===== src/rtl/wb_mult8_slave.sv =====
// wb_mult8_slave
// Wishbone classic slave wrapped around an 8x8 unsigned shift-add multiplier.
// Firmware loads operands, writes START, then polls DONE (or takes the done
// interrupt) and reads the 16-bit product.
//
// Register map (byte offsets from BASE_ADDR):
//   0x00 OPERANDS    [7:0] A, [15:8] B (byte lanes 0/1 honoured)
//   0x04 CTRL/STATUS bit0 START/BUSY, bit1 DONE, bit2 OVERRUN (W1C), bit3 IE
//   0x08 RESULT      [15:0] product, read clears DONE
//   0x0C reserved    reads 0, writes ignored
//
// Ports:
//   wb_clk_i, wb_rst_i          clock, asynchronous active-high reset
//   wbs_stb_i, wbs_cyc_i        Wishbone strobe / cycle
//   wbs_we_i, wbs_sel_i         write enable, byte-lane enables
//   wbs_adr_i, wbs_dat_i        byte address, write data
//   wbs_ack_o, wbs_dat_o        one-cycle acknowledge, read data (0 unless acking)
//   irq                         level-sensitive done interrupt
//
// Configuration macro: WB_MULT8_IRQ_EN enables the IE bit and drives
// irq = DONE & IE. Without it IE reads 0 and irq is tied low.
module wb_mult8_slave #(
    parameter logic [31:0] BASE_ADDR = 32'h3000_0000
) (
    input  logic        wb_clk_i,
    input  logic        wb_rst_i,
    input  logic        wbs_stb_i,
    input  logic        wbs_cyc_i,
    input  logic        wbs_we_i,
    input  logic [3:0]  wbs_sel_i,
    input  logic [31:0] wbs_adr_i,
    input  logic [31:0] wbs_dat_i,
    output logic        wbs_ack_o,
    output logic [31:0] wbs_dat_o,
    output logic        irq
);

    typedef enum logic {IDLE, RUN} state_t;

    state_t      state;
    state_t      state_next;
    logic [7:0]  op_a;
    logic [7:0]  op_b;
    logic [7:0]  work_a;
    logic [7:0]  work_b;
    logic [15:0] acc;
    logic [15:0] acc_sum;
    logic [15:0] result;
    logic [2:0]  cnt;
    logic        done;
    logic        overrun;
    logic        ie;
    logic        busy;
    logic        hit;
    logic        access;
    logic        wr;
    logic        rd;
    logic [1:0]  reg_sel;
    logic        start_req;
    logic        start_ok;
    logic        finish;
    logic [31:0] rd_mux;
    logic        unused;

    // Side effects happen only on the edge that raises ack, so a held strobe
    // is acted on exactly once.
    assign hit       = wbs_cyc_i & wbs_stb_i & (wbs_adr_i[31:4] == BASE_ADDR[31:4]);
    assign access    = hit & ~wbs_ack_o;
    assign wr        = access & wbs_we_i;
    assign rd        = access & ~wbs_we_i;
    assign reg_sel   = wbs_adr_i[3:2];
    assign busy      = (state == RUN);
    assign start_req = wr & (reg_sel == 2'd1) & wbs_dat_i[0];

    // One shift-add step: add B shifted by the iteration index when the
    // corresponding multiplicand bit is set.
    assign acc_sum = acc + (work_a[cnt] ? ({8'h00, work_b} << cnt) : 16'h0000);

`ifdef WB_MULT8_IRQ_EN
    assign unused = ^{wbs_sel_i[3:2], wbs_dat_i[31:16], wbs_adr_i[1:0]};
`else
    assign unused = ^{wbs_sel_i[3:2], wbs_dat_i[31:16], wbs_dat_i[3], wbs_adr_i[1:0]};
`endif

    always_ff @(posedge wb_clk_i or posedge wb_rst_i) begin
        if (wb_rst_i) begin
            state <= IDLE;
        end else begin
            state <= state_next;
        end
    end

    always_comb begin
        state_next = state;
        start_ok   = 1'b0;
        finish     = 1'b0;
        case (state)
            IDLE: begin
                if (start_req) begin
                    start_ok   = 1'b1;
                    state_next = RUN;
                end
            end
            RUN: begin
                if (cnt == 3'd7) begin
                    finish     = 1'b1;
                    state_next = IDLE;
                end
            end
            default: state_next = IDLE;
        endcase
    end

    // Operand registers stay writable while busy; the multiplier only ever
    // sees the working copies latched at start.
    always_ff @(posedge wb_clk_i or posedge wb_rst_i) begin
        if (wb_rst_i) begin
            op_a   <= 8'h00;
            op_b   <= 8'h00;
            work_a <= 8'h00;
            work_b <= 8'h00;
            acc    <= 16'h0000;
            cnt    <= 3'd0;
            result <= 16'h0000;
        end else begin
            if (wr && reg_sel == 2'd0) begin
                if (wbs_sel_i[0]) op_a <= wbs_dat_i[7:0];
                if (wbs_sel_i[1]) op_b <= wbs_dat_i[15:8];
            end
            if (start_ok) begin
                work_a <= op_a;
                work_b <= op_b;
                acc    <= 16'h0000;
                cnt    <= 3'd0;
            end else if (busy) begin
                acc <= acc_sum;
                cnt <= cnt + 3'd1;
                if (finish) result <= acc_sum;
            end
        end
    end

    // Sticky status flags; in both cases a set on the same edge beats a clear.
    always_ff @(posedge wb_clk_i or posedge wb_rst_i) begin
        if (wb_rst_i) begin
            done    <= 1'b0;
            overrun <= 1'b0;
        end else begin
            if (finish) begin
                done <= 1'b1;
            end else if (start_ok || (rd && reg_sel == 2'd2)) begin
                done <= 1'b0;
            end
            if (start_req && busy) begin
                overrun <= 1'b1;
            end else if (wr && reg_sel == 2'd1 && wbs_dat_i[2]) begin
                overrun <= 1'b0;
            end
        end
    end

`ifdef WB_MULT8_IRQ_EN
    always_ff @(posedge wb_clk_i or posedge wb_rst_i) begin
        if (wb_rst_i) begin
            ie <= 1'b0;
        end else if (wr && reg_sel == 2'd1) begin
            ie <= wbs_dat_i[3];
        end
    end
    assign irq = done & ie;
`else
    assign ie  = 1'b0;
    assign irq = 1'b0;
`endif

    always_comb begin
        rd_mux = 32'h0;
        case (reg_sel)
            2'd0:    rd_mux = {16'h0000, op_b, op_a};
            2'd1:    rd_mux = {28'h0, ie, overrun, done, busy};
            2'd2:    rd_mux = {16'h0000, result};
            default: rd_mux = 32'h0;
        endcase
    end

    // Ack never fires on consecutive cycles; read data is zero whenever ack is low.
    always_ff @(posedge wb_clk_i or posedge wb_rst_i) begin
        if (wb_rst_i) begin
            wbs_ack_o <= 1'b0;
            wbs_dat_o <= 32'h0;
        end else begin
            wbs_ack_o <= hit & ~wbs_ack_o;
            wbs_dat_o <= rd ? rd_mux : 32'h0;
        end
    end

endmodule


===== config.mk =====
export PLATFORM = sky130hd
export DESIGN_NAME = wb_mult8_slave
export DESIGN_NICKNAME = d
export VERILOG_FILES = /design/src/rtl/wb_mult8_slave.sv
export SDC_FILE = /design/constraint.sdc
export NUM_CORES = 1
export LEC_CHECK = 0
export CAP_MARGIN = 20
export CORE_MARGIN = 2
export CORE_UTILIZATION = 35
export DETAILED_ROUTE_END_ITERATION = 10
export HOLD_SLACK_MARGIN = 0.15
export MAX_ROUTING_LAYER = met4
export SLEW_MARGIN = 15
export SYNTH_ARGS = -nofsm -noshare
export SYNTH_HDL_FRONTEND = slang
export SYNTH_SLANG_ARGS = --single-unit

===== constraint.sdc =====
create_clock -name wb_clk_i -period 3.99 [get_ports wb_clk_i]
set_input_delay 1.197 -clock wb_clk_i [delete_from_list [all_inputs] [get_ports wb_clk_i]]
set_output_delay 1.197 -clock wb_clk_i [all_outputs]
set_load 0.005 [all_outputs]

Yosys cells after proc, flatten, opt, wreduce, memory -nomap -nowiden
Cells that the tools add are included.
{"block": "word_totals", "register_bits": 103, "input_bits": 73, "elab_cells": 63}
{"block": "op_classes", "add_sub_neg": 2, "order_cmp": 1, "n_eq_ne": 4, "shifts": 1, "mux": 19, "bitwise_logic": 11, "n_reduce_logical": 13}
{"cell": "16-bit 2-to-1 mux", "count": 3}
{"cell": "16-bit case mux with 3 select lines", "count": 1}
{"cell": "32-bit 2-to-1 mux", "count": 1}
{"cell": "28-bit by 26-bit == test with 1-bit output, second input constant", "count": 1}
{"cell": "16-bit adder", "count": 1}
{"cell": "8-bit by 3-bit << shifter with 16-bit output", "count": 1}
{"cell": "1-bit 2-to-1 mux", "count": 10}
{"cell": "1-bit AND", "count": 7}
{"cell": "3-bit 2-to-1 mux", "count": 2}
{"cell": "2-bit nonzero test", "count": 3}
{"cell": "1-bit logical AND", "count": 5}
{"cell": "3-bit by 4-bit < comparator with 1-bit output, second input constant", "count": 1}
{"cell": "1-bit inverter", "count": 4}
{"cell": "2-bit AND reduction", "count": 2}
{"cell": "3-bit by 1-bit adder with 3-bit output, second input constant", "count": 1}
{"cell": "1-bit binary-select mux with 3-bit select", "count": 1}
{"cell": "3-bit == test, second input constant", "count": 1}
{"cell": "3-bit AND reduction", "count": 1}
{"cell": "2-bit by 1-bit == test with 1-bit output, second input constant", "count": 1}
{"cell": "2-bit == test, second input constant", "count": 1}
{"cell": "2-bit zero test", "count": 1}
{"cell": "1-bit case mux with 2 select lines", "count": 1}
{"cell": "1-bit logical OR", "count": 1}

Longest topological paths before layout
{"block": "logic_depth", "word_depth": 11, "depth_mapped": 16}

Worst setup path before layout
No wires, ideal clock.
{"block": "synth_path", "path_type": "reg-to-reg", "from": "register cnt[0]", "to": "register result[13]", "setup_ps": 125, "arrival_time_ps": 3237, "path_slack_ps": 629, "path_stages_with_launch": 15, "period_less_slack_ps": 3361, "path_cell_list": "dfrtp_1 > clkbuf_1 > mux4_2 > nand2_1 > and2_1 > clkbuf_1 > nor2_1 > ha_1 > clkbuf_1 > a211oi_1 > o21bai_1 > o211a_1 > o31ai_1 > o221ai_1 > mux2_2"}
{"block": "synth_via", "elab_chain_len": 4, "word_cells_on_any_way": 9}
{"item": "start: declaration", "line": "49", "rtl": "logic [2:0] cnt;"}
{"item": "start signal: assignment", "line": "137", "rtl": "cnt <= cnt + 3'd1;"}
{"item": "1-bit binary-select mux with 3-bit select / 3-bit == test (equally long branches)", "line": "77, 105"}
{"item": "1-bit 2-to-1 mux (on tied branches)", "line": "77, 105"}
{"item": "16-bit 2-to-1 mux / 1-bit 2-to-1 mux (equally long branches)", "line": "77, 97"}
{"item": "16-bit adder / 3-bit AND reduction (equally long branches)"}
{"item": "end signal: assignment", "line": "138", "rtl": "if (finish) result <= acc_sum;"}
{"item": "end: declaration", "line": "48", "rtl": "logic [15:0] result;"}
Parallel ways exist; a longest one is shown, timed or not. The select of a mux whose other input is x is not followed.
A chain may end at the register's enable or synchronous reset.

Worst setup path in the final report
{"block": "layout_path", "from": "register cnt[1]", "to": "register result[12]"}
Same word-level chain as after synthesis.

==> impl_metrics.toml <==
[synthesis]
dominantRegCellSynth = "dfrtp_1"
synth_largest_area_cell = "dfrtp_1"
syn_inst = 406
synth_edf_count = 0
ys_seq_area_share_pct = 48.1
synth_top_area_share_pct = 48.1
synthArstFlopShare_pct = 100
ys.warnings.count = 0
syn_area_um2 = 4520
synth_seq_cells = 87
ys_types = 46
syn_area_per_cell_um2 = 11.1
synthTopCellsByArea = "dfrtp_1, mux2_2, a22o_1, ha_1, buf_4"

[setup_path]
cp_data_required_time_ps = 4170
r2r_start = "cnt[1]$_DFFE_PP0P_"
cp-end-kind = "register"
timing_worst_setup_path_type = "register to register"
r2r_end = "result[12]$_DFFE_PP0P_"
arrival_ps = 3820
rr_worst_depth = 11
critPathLaunchType = "register"
cp_common_cell = "o21bai_1"
worstPathMaxFanout = 18
slowest_stage = "dfrtp_1"
critical-path-max-stage-delay_ps = 760
r2r_setup_slack_ps = 350
crit_chain = "mux4_2 -> nand2_1 -> and2_1 -> nor2_1 -> ha_1 -> a211oi_1 -> o21bai_1 -> o21bai_1 -> o31a_1 -> xnor2_1 -> o21ai_0"

[worst_hold_path]
hold_depth = 2
hold_end = "result[15]$_DFFE_PP0P_"
hold_path_class = "register to register"
hp-start = "result[15]$_DFFE_PP0P_"

[timing]
setup_tns_ps = 0
skew_ps = 9.52
worst-slew-pin-transition_ps = 913
hold_viol_final = 0
report.final.slew_viol_count = 0
max_clock_freq_mhz = 275
max_slew_margin_pct = 39.0
rsz0062_at_grt = "no"
finalCriticalPeriod_ps = 3640
period_share_pct = 91.2
finalSetupViolations = 0

[detailed_routing]
met2_length_um = 5070
wl_per_cell_um = 16.1
drc = 0
ant_nets = 0
wl_met3_um = 323
vias = 3282
drt-initial-drc-count = 138
drt_pre_antenna_iters = 4
vias_per_cell = 5.03
dr.max_layer_used = "met4"
wl_um = 10500
drt-met1-wl_um = 5000

[power]
vdd_drop_max_mv = 0.268
leakage_uw = 0.00269
pwr_density_cell_nw_per_um2 = 313

[floorplanning]
core.rowCount = 41
dieArea_um2 = 13900
design.core.area_um2 = 12600
die_h_um = 118
initial_utilization_pct = 35.9
die_w_um = 118
ioPinCount = 107

[final_layout]
finalInstanceArea_um2 = 5650
fin_nets = 567
n_antenna_cell = 0
drive_gt1_share_pct = 13.9
syn_to_final_growth_pct = 24.9

[grt]
grt_max_degree = 48
grt_pass1_wl_um = 17900
antenna_found_initial = 0
grt.overflow.total = 0
groute.usage.overall_pct = 16.8
grt_pass1_vias = 3380

[clock_tree]
post_cts_buffers = 0
cts_buffers = 9
cts-root-buf = "clkbuf_16"
cts_tree = "yes"
ctsResizeCount = 0
htreeDepth = 3
cts_hold_buf = 0
clk_path_buf_depth = 2
clkTransAtPathRegs_ps = 70
clkSinkCount = 87
clock_latency_ps = 350

[placement]
post_dp_cell_area_um2 = 5360
numPortBuffers = 69
place.gp.congestion = 0.860
dp_hpwl_um = 7840

[outcome]
status = "completed"

[flow_run]
max-cap-violations = 0
state kept, by name, summed over array words and instances (netlist names), 3 cells and up:
name       cells
acc           16
cnt            3
op_a           8
op_b           8
result        16
wbs_dat_o     16
work_a         8
work_b         8
critical path: cells and delay by family (launching register included):
kind	cells	cell delay [ps]
AND/OR/NAND/NOR	3	560
XOR/XNOR	1	300
multiplexers	1	420
adder cells (fa/ha/maj)	1	390
AO/OA/AOI/OAI	5	1040
flip-flops	1	760
area by class of cell:
class	instances	area (µm²)
tap	172	215
timing repair buffer	77	763
multi-input combinational	290	2160
sequential	87	2180
inverter	11	42.5
clock buffer	11	253
clock inverter	5	36.3
fill	1247	6970
metrics by stage:
step	cells	utilization, %	power, µW	setup slack, ps	hold slack [ps]
after detailed placement	637	42.5	981	416	471
after global placement	637	42.5	980	446	467
after global routing	653	44.8	1840	65.7	513
after CTS	653	44.8	1800	374	485
final	653	44.8	1770	350	487
after floorplan	422	-	933	543	449
logic make-up after synthesis:
family,synth area share (%)
AND/OR/NAND/NOR,10.6
multiplexers,14.2
XOR/XNOR,2.32
other,0.0829
buffers and inverters,5.37
AO/OA/AOI/OAI,14.1
adder cells (fa/ha/maj),5.14
flip-flops,48.1
Yosys cell counts, types with 2 or more instances:
master / count
nand2_1: 21
buf_4: 19
mux2i_1: 7
and2_1: 4
clkbuf_1: 11
o2bb2ai_1: 4
nor4_1: 6
a211oi_1: 3
nor2_1: 34
a22o_1: 27
a21oi_1: 22
nor3_1: 5
xnor2_1: 7
nand3_1: 8
nand4b_1: 3
a21o_1: 7
nor2b_1: 5
nand2b_1: 3
buf_2: 2
o211ai_1: 2
o21ai_0: 12
dfrtp_1: 87
mux2_1: 9
nand4_1: 3
inv_1: 11
mux2_2: 38
ha_1: 17
buf_1: 2
o31ai_1: 3
o31a_1: 2
xor2_1: 5
mux4_2: 2
o21bai_1: 2
worst max-delay path by stage:
stage | startpoint | endpoint | slack (ps) | depth (start not counted)
after global routing | cnt[1]$_DFFE_PP0P_ | result[12]$_DFFE_PP0P_ | 70 | 12
after floorplan | wb_rst_i | acc[0]$_DFFE_PP0P_ | 540 | 1
final | cnt[1]$_DFFE_PP0P_ | result[12]$_DFFE_PP0P_ | 350 | 11
after detailed placement | cnt[1]$_DFFE_PP0P_ | result[14]$_DFFE_PP0P_ | 420 | 11
after CTS | cnt[1]$_DFFE_PP0P_ | result[12]$_DFFE_PP0P_ | 370 | 11
after global placement | cnt[1]$_DFFE_PP0P_ | result[14]$_DFFE_PP0P_ | 450 | 11
routing by layer:
| metal | global-route usage (%) | vias up |
|---|---|---|
| met4 | 5.42 | 0 |
| met5 | - | - |
| met2 | 25.8 | 54 |
| met1 | 22.2 | 1635 |
| li1 | - | 1582 |
| met3 | 3.63 | 11 |
where the power goes:
group / internal (µW) / switching, µW / total [µW] / leakage [µW]
registers: 882 / 0.0000121 / 882 / 0.00118
logic: 49.4 / 31.8 / 81.2 / 0.00136
clock network: 460 / 345 / 805 / 0.000147
cell usage in the layout, fill, tap and decap left out, drive strengths merged, types with 4 or more instances in the layout:
cell type	count
a21o	7
xor2	5
o21ai	12
nor3	5
a22o	27
nor2b	5
nand2	21
a21oi	22
clkdlybuf4s50	69
mux2	47
nor4	7
dfrtp	87
and2	4
buf	8
ha	17
o2bb2ai	4
xnor2	7
nand3	8
conb	17
mux2i	7
nor2	34
inv	13
clkbuf	11
(Power assumes the default switching activity.)
